[config.mk]
export PLATFORM = sky130hd
export DESIGN_NAME = draw_region
export DESIGN_NICKNAME = d
export VERILOG_FILES = /design/src/rtl/draw_pkg.sv /design/src/rtl/draw_delay_line.sv /design/src/rtl/draw_region.sv
export SDC_FILE = /design/constraint.sdc
export NUM_CORES = 1
export LEC_CHECK = 0
export ABC_AREA = 0
export BUFFER_PORTS_ARGS = -buffer_cell sky130_fd_sc_hd__buf_4
export CORE_MARGIN = 3
export CORE_UTILIZATION = 54
export CTS_CLUSTER_SIZE = 12
export DETAILED_ROUTE_END_ITERATION = 10
export GPL_ROUTABILITY_DRIVEN = 0
export PLACE_DENSITY = 0.77
export SKIP_LAST_GASP = 1
export SLEW_MARGIN = 20
export SYNTH_ARGS = -nofsm -noshare
export SYNTH_HDL_FRONTEND = slang
export SYNTH_SLANG_ARGS = --single-unit
[constraint.sdc]
create_clock -name clk -period 5.3 [get_ports clk]
set_input_delay 0.53 -clock clk [delete_from_list [all_inputs] [get_ports clk]]
set_output_delay 0.53 -clock clk [all_outputs]
set_load 0.02 [all_outputs]
[src/rtl/draw_pkg.sv]
// Shared types and helpers for the rectangle drawer: FSM states, default screen size,
// ROM address width and a shift-add row offset used instead of a multiplier.
package draw_pkg;

    typedef enum logic [1:0] {StIdle, StRun, StDrain, StFin} draw_state_e;

    localparam int unsigned ScreenWDefault = 160;
    localparam int unsigned ScreenHDefault = 120;

    function automatic int unsigned addr_width(int unsigned w, int unsigned h);
        return $clog2(w * h);
    endfunction

    // y * w built from shifted copies of y; with w constant this folds to a few adders.
    function automatic int unsigned row_offset(int unsigned y, int unsigned w);
        int unsigned acc;
        acc = 0;
        for (int i = 0; i < 32; i++) begin
            if (w[i]) acc = acc + (y << i);
        end
        return acc;
    endfunction

endpackage

[src/rtl/draw_delay_line.sv]
// DEPTH-stage shift register carrying a valid bit and a data word alongside the ROM read.
module draw_delay_line #(
    parameter int unsigned DEPTH = 1,
    parameter int unsigned WIDTH = 15
) (
    input  logic             clk,
    input  logic             resetn,
    input  logic             in_valid,
    input  logic [WIDTH-1:0] in_data,
    output logic             out_valid,
    output logic [WIDTH-1:0] out_data
);

    logic [DEPTH-1:0]            valid_q, valid_d;
    logic [DEPTH-1:0][WIDTH-1:0] data_q, data_d;

    always_comb begin
        valid_d    = valid_q;
        data_d     = data_q;
        valid_d[0] = in_valid;
        data_d[0]  = in_data;
        for (int i = 1; i < DEPTH; i++) begin
            valid_d[i] = valid_q[i-1];
            data_d[i]  = data_q[i-1];
        end
    end

    always_ff @(posedge clk or negedge resetn) begin
        if (!resetn) begin
            valid_q <= '0;
            data_q  <= '0;
        end else begin
            valid_q <= valid_d;
            data_q  <= data_d;
        end
    end

    assign out_valid = valid_q[DEPTH-1];
    assign out_data  = data_q[DEPTH-1];

endmodule

[src/rtl/draw_region.sv]
// Sweeps a rectangle of a ROM-backed image to the VGA adapter, one pixel per clock.
// Define DRAW_REGION_TRANSPARENT_EN to suppress plots of pixels equal to TRANSPARENT_KEY.
module draw_region
    import draw_pkg::*;
#(
    parameter int unsigned          SCREEN_W        = ScreenWDefault,
    parameter int unsigned          SCREEN_H        = ScreenHDefault,
    parameter int unsigned          X_W             = 8,
    parameter int unsigned          Y_W             = 7,
    parameter int unsigned          ADDR_W          = addr_width(SCREEN_W, SCREEN_H),
    parameter int unsigned          COLOUR_W        = 3,
    parameter int unsigned          ROM_LAT         = 1,
    parameter logic [COLOUR_W-1:0]  TRANSPARENT_KEY = '0
) (
    input  logic                clk,
    input  logic                resetn,
    input  logic                start,
    input  logic [X_W-1:0]      rect_x0,
    input  logic [Y_W-1:0]      rect_y0,
    input  logic [X_W-1:0]      rect_w,
    input  logic [Y_W-1:0]      rect_h,
    output logic [ADDR_W-1:0]   rom_addr,
    input  logic [COLOUR_W-1:0] rom_data,
    output logic [X_W-1:0]      vga_x,
    output logic [Y_W-1:0]      vga_y,
    output logic [COLOUR_W-1:0] colour,
    output logic                plot,
    output logic                busy,
    output logic                done
);

    localparam logic [X_W:0] XOne      = (X_W+1)'(1);
    localparam logic [Y_W:0] YOne      = (Y_W+1)'(1);
    localparam logic [X_W:0] XLim      = (X_W+1)'(SCREEN_W);
    localparam logic [Y_W:0] YLim      = (Y_W+1)'(SCREEN_H);
    localparam logic [2:0]   DrainLast = 3'(ROM_LAT);

    draw_state_e         state_q, state_d;
    logic [X_W:0]        cx_q, cx_d, x0_q, x0_d, xend_q, xend_d;
    logic [Y_W:0]        cy_q, cy_d, yend_q, yend_d;
    logic [ADDR_W-1:0]   row_base_q, row_base_d, rom_addr_q, rom_addr_d;
    logic                iss_valid_q, iss_valid_d, issue_d;
    logic                busy_q, busy_d, done_q, done_d;
    logic [2:0]          drain_q, drain_d;
    logic [X_W-1:0]      vga_x_q, vga_x_d, dly_x;
    logic [Y_W-1:0]      vga_y_q, vga_y_d, dly_y;
    logic [COLOUR_W-1:0] colour_q, colour_d;
    logic                plot_q, plot_d, dly_valid, pix_show;

    always_comb begin
        state_d    = state_q;
        cx_d       = cx_q;
        cy_d       = cy_q;
        x0_d       = x0_q;
        xend_d     = xend_q;
        yend_d     = yend_q;
        row_base_d = row_base_q;
        rom_addr_d = rom_addr_q;
        busy_d     = busy_q;
        done_d     = 1'b0;
        drain_d    = drain_q;
        issue_d    = 1'b0;
        unique case (state_q)
            StIdle: begin
                if (start) begin
                    busy_d     = 1'b1;
                    x0_d       = {1'b0, rect_x0};
                    cx_d       = {1'b0, rect_x0};
                    cy_d       = {1'b0, rect_y0};
                    xend_d     = {1'b0, rect_x0} + {1'b0, rect_w};
                    yend_d     = {1'b0, rect_y0} + {1'b0, rect_h};
                    row_base_d = ADDR_W'(row_offset(32'(rect_y0), SCREEN_W));
                    if (rect_w == '0 || rect_h == '0) begin
                        state_d = StFin;
                    end else begin
                        state_d = StRun;
                        issue_d = 1'b1;
                    end
                end
            end
            StRun: begin
                if (cx_q + XOne == xend_q) begin
                    if (cy_q + YOne == yend_q) begin
                        state_d = StDrain;
                        drain_d = '0;
                    end else begin
                        cx_d       = x0_q;
                        cy_d       = cy_q + YOne;
                        row_base_d = row_base_q + ADDR_W'(SCREEN_W);
                        issue_d    = 1'b1;
                    end
                end else begin
                    cx_d    = cx_q + XOne;
                    issue_d = 1'b1;
                end
            end
            StDrain: begin
                if (drain_q == DrainLast) state_d = StFin;
                else drain_d = drain_q + 3'd1;
            end
            StFin: begin
                state_d = StIdle;
                busy_d  = 1'b0;
                done_d  = 1'b1;
            end
            default: state_d = StIdle;
        endcase
        // Off-screen pixels still take their issue slot but leave the ROM address alone.
        iss_valid_d = issue_d && (cx_d < XLim) && (cy_d < YLim);
        if (iss_valid_d) rom_addr_d = row_base_d + ADDR_W'(cx_d);
    end

    draw_delay_line #(
        .DEPTH (ROM_LAT),
        .WIDTH (X_W + Y_W)
    ) u_delay (
        .clk       (clk),
        .resetn    (resetn),
        .in_valid  (iss_valid_q),
        .in_data   ({cx_q[X_W-1:0], cy_q[Y_W-1:0]}),
        .out_valid (dly_valid),
        .out_data  ({dly_x, dly_y})
    );

`ifdef DRAW_REGION_TRANSPARENT_EN
    assign pix_show = (rom_data != TRANSPARENT_KEY);
`else
    logic unused_key;
    assign pix_show   = 1'b1;
    assign unused_key = ^TRANSPARENT_KEY;
`endif

    always_comb begin
        vga_x_d  = vga_x_q;
        vga_y_d  = vga_y_q;
        colour_d = colour_q;
        plot_d   = 1'b0;
        if (dly_valid) begin
            vga_x_d  = dly_x;
            vga_y_d  = dly_y;
            colour_d = rom_data;
            plot_d   = pix_show;
        end
    end

    always_ff @(posedge clk or negedge resetn) begin
        if (!resetn) begin
            state_q     <= StIdle;
            cx_q        <= '0;
            cy_q        <= '0;
            x0_q        <= '0;
            xend_q      <= '0;
            yend_q      <= '0;
            row_base_q  <= '0;
            rom_addr_q  <= '0;
            iss_valid_q <= 1'b0;
            busy_q      <= 1'b0;
            done_q      <= 1'b0;
            drain_q     <= '0;
            vga_x_q     <= '0;
            vga_y_q     <= '0;
            colour_q    <= '0;
            plot_q      <= 1'b0;
        end else begin
            state_q     <= state_d;
            cx_q        <= cx_d;
            cy_q        <= cy_d;
            x0_q        <= x0_d;
            xend_q      <= xend_d;
            yend_q      <= yend_d;
            row_base_q  <= row_base_d;
            rom_addr_q  <= rom_addr_d;
            iss_valid_q <= iss_valid_d;
            busy_q      <= busy_d;
            done_q      <= done_d;
            drain_q     <= drain_d;
            vga_x_q     <= vga_x_d;
            vga_y_q     <= vga_y_d;
            colour_q    <= colour_d;
            plot_q      <= plot_d;
        end
    end

    assign rom_addr = rom_addr_q;
    assign vga_x    = vga_x_q;
    assign vga_y    = vga_y_q;
    assign colour   = colour_q;
    assign plot     = plot_q;
    assign busy     = busy_q;
    assign done     = done_q;

endmodule
==> out/results.tsv <==
metric	value	unit
chip width	119.8	um
f_max	202.9	MHz
Multi-input gate area	3834	sq um
Routed WL	17.72	mm
nets	860	
CTS resizes	0	
die height	119.8	um
status	completed	
num ports	72	
clk root buf	clkbuf_16	
Worst EP required	5.60	ns
DR WL met3	1.260	mm
post-synthesis mux area share	6.282	%
Pleak	3.895	nW
FF+latch count, synth	115	
Tmin final	4.929	ns
max incr delay on CP	0.51	ns
Worst Skew	0.009003	ns
cts bufs inserted	17	
Slew Limit Fails	0	
compound-gate portion of the synthesized area	16.20	%
Initial DRC Count	575	
Setup TNS Final	0	ns
PD cells	260.3	nW/um^2
clock sink total	115	
synthesized area	6990	sq um
ordered cell list for the critical path	and4_1, or4_4, a2111oi_4, o2111a_2, o21ai_0, a222oi_1, inv_1, ha_1, inv_1, fa_1, nor2b_1, o21ai_0, a21boi_0, o21ai_2, a211oi_2, a2111oi_2, a21boi_2, nand4_1, xnor2_1, mux2_2	
Clock Latency Late Sink	0.42	ns
final core occ	67.40	%
Final Hold Violating Endpoints	0	
initial antenna violation count	0	
H-tree depth	4	
routed vias/inst	6.076	
Core ar.	12310	sq um
CP Max Fanout	12	
Worst Hold Class	in -> async	
arrival time of the worst setup path	5.23	ns
register area share after synthesis	41.17	%
grt ovf	0	
share of post-route cells with drive strength above 1	22.95	%
overall die area	14350	sq um
final hold slack	0.1542	ns
GRT Total Usage	25.95	%
Setup Fix Bufs, Post-CTS	0	
main combinational cell family by area after synthesis	simple AND/OR/NAND/NOR gates	
fill count	988	
first-pass GRT wire length	29.57	mm
number of synthesized flops with an enable pin	0	
Inserted Diodes	0	
WL per Instance	18.44	um
post-synthesis xor/xnor area fraction	7.142	%
critical path launch point type	flop	
simple-gate share of the synthesized area	16.65	%
Worst VDD drop	193.3	uV
Initial Utilization	56.78	%
Synth Area per Inst	9.791	sq um
Register Area	2878	sq um
worst-margin pin slew	0.9774	ns
Critical Path Slowest Stage Cell	dfrtp_1	
DR DRC count	0	
Crit Path Class	reg -> reg	
post-route clock period utilization	92.99	%
Vias	5839	
HPWL after DPL	12.74	mm
final setup fails	0	
metal2 WL	8.440	mm
Clock transition at path regs	0.05	ns
IO buf count	71	
Top FF cell, synth	dfrtp_1	
Layout Area Growth over Synthesis	18.70	%
TritonRoute pass-1 iters	5	
crit end category	flop	
CTS Buffer Depth	2	
Mapped Cells	714	
Hold Buf Count CTS	0	
area share of fa/ha/maj cells after synthesis	7.929	%
post-route ant nets	0	
Area after DPL	7665	sq um
Pwr Total	0.002160	W
Relative slew margins	34.79	%
final instance area	8298	sq um
Syn Nets	791	
Syn. warnings	0	
ys async rst share	100.0	%
Std-Cell Rows	40	
M1 wire length	7.429	mm
Synth cell types	80	
RSZ-0062 raised after global routing	false	
TritonCTS clock tree	yes	
Max Cap Violations	0	
Top Metal Used	met4	
vias in the first global route	5924	
largest net degree at the start of global routing	62	
## Yosys cell counts, types with 3 or more instances
cell type | n | area share [%]
dfrtp_1 | 115 | 41
o2111ai_1 | 3 | 0.38
buf_1 | 4 | 0.21
inv_1 | 34 | 1.8
xor2_1 | 14 | 1.8
o221ai_1 | 7 | 0.88
nand2b_1 | 10 | 0.89
mux2_2 | 30 | 4.8
nor2b_1 | 13 | 1.2
a21o_1 | 13 | 1.4
nor4_1 | 7 | 0.63
clkbuf_1 | 19 | 1.0
buf_2 | 7 | 0.50
nor3_1 | 3 | 0.21
o21ai_0 | 41 | 2.9
o211ai_1 | 3 | 0.32
o311ai_1 | 3 | 0.38
nor2_1 | 31 | 1.7
a221oi_1 | 4 | 0.50
a31oi_1 | 10 | 0.89
buf_4 | 3 | 0.32
a222oi_1 | 4 | 0.57
and2_1 | 5 | 0.45
nand4_1 | 13 | 1.2
and3_1 | 6 | 0.54
xnor2_1 | 43 | 5.4
mux2i_1 | 9 | 1.3
o21bai_1 | 3 | 0.32
a22oi_1 | 9 | 0.97
ha_1 | 37 | 6.6
nand2_1 | 92 | 4.9
nor3b_1 | 3 | 0.32
fa_1 | 4 | 1.1
nand3_1 | 16 | 1.1
and4_1 | 3 | 0.38
a211oi_1 | 3 | 0.32
buf_6 | 4 | 0.64
a21oi_1 | 31 | 2.2
## cell families (layout without fill, tap and decap cells)
family / count (synthesis) / in the layout
adders and majority gates: 42 / 42
DFF: 115 / 115
AOI/OAI and AO/OA: 163 / 163
muxes: 40 / 40
and+or+nand+nor: 224 / 224
buffers and inverters: 73 / 152
xor gates and xnor gates: 57 / 57
## path summary, 6_finish.rpt
kind                              from                 to  slack [ns]  cells after the start
setup reg to reg               cx_q[5]       rom_addr[14]        0.37                     20
hold / removal                  resetn           vga_x[1]        0.15                      1
setup / recovery               cx_q[5]       rom_addr[14]        0.37                     20
min in group clk           rom_data[0]          colour[0]        0.34                      2
hold reg to reg            iss_valid_q  u_delay.out_valid        0.35                      0
max in group asynchronous       resetn       rom_addr[12]        3.93                      2
## sequential cells by signal, summed over array words and instances, names as in the netlist, 2 cells and up
| signal | flops |
|---|---|
| colour | 3 |
| cx_q | 9 |
| cy_q | 8 |
| drain_q | 3 |
| rom_addr | 15 |
| row_base_q | 15 |
| state_q | 2 |
| u_delay.out_data | 15 |
| vga_x | 8 |
| vga_y | 7 |
| x0_q | 8 |
| xend_q | 9 |
| yend_q | 8 |
## critical path: cells and delay by family (launching register included)
kind | cells | cell delay, ns
buffers and inverters | 2 | 0.19
AO/OA/AOI/OAI | 10 | 2.39
flip-flops | 1 | 0.51
adder cells (fa/ha/maj) | 2 | 0.43
AND/OR/NAND/NOR | 4 | 0.94
XOR/XNOR | 1 | 0.07
multiplexers | 1 | 0.27
## final cells by class
cell class / count / area share, %
Clock buffer: 19 / 5.458
Clock inverter: 10 / 1.628
Inverter: 36 / 1.628
Multi-Input combinational cell: 526 / 46.20
Sequential cell: 115 / 34.68
Tap cell: 168 / 2.533
Timing Repair Buffer: 87 / 7.871
## metrics by stage
| stage | cells | setup WS (ns) |
|---|---|---|
| after CTS | 961 | 0.03852 |
| after floorplan | 714 | 0.2840 |
| final | 961 | 0.3714 |
| after global routing | 961 | 0.05051 |
| after global placement | 932 | 0.3443 |
| after detailed placement | 932 | 0.07001 |
## where the power goes
part / internal [W] / total (W) / switching [W]
registers: 0.000880 / 0.000881 / 0.000000780
logic: 0.0000591 / 0.000132 / 0.0000733
clock network: 0.000751 / 0.00115 / 0.000396
## layer usage
layer,GRT usage [%],up-vias
met5,0,-
met3,5.844,57
met1,33.07,2822
met2,42.30,269
met4,11.88,0
li1,-,2691
## cells in the final DEF, fill, tap and decap left out, drive strengths merged, types with 3 or more instances in the layout
cell      netlist  final
dfrtp         115    115
nand2          93     93
buf            18     87
o21ai          44     44
xnor2          43     43
ha             37     37
inv            35     35
nor2           33     33
a21oi          33     33
mux2           31     31
clkbuf         19     19
nand3          18     18
xor2           14     14
nand4          13     13
a21o           13     13
nor2b          13     13
a31oi          10     10
nand2b         10     10
mux2i           9      9
a22oi           9      9
nor4            8      8
o221ai          7      7
and3            6      6
nor3            6      6
and2            5      5
a221oi          5      5
nor3b           5      5
o2111ai         5      5
a222oi          4      4
fa              4      4
clkinvlp        0      4
a211oi          4      4
clkinv          1      4
o21bai          3      3
o211ai          3      3
o311ai          3      3
and4            3      3
bufinv          0      3
a21boi          3      3
or4             3      3
Note: power is estimated with default switching activity, not from simulation.
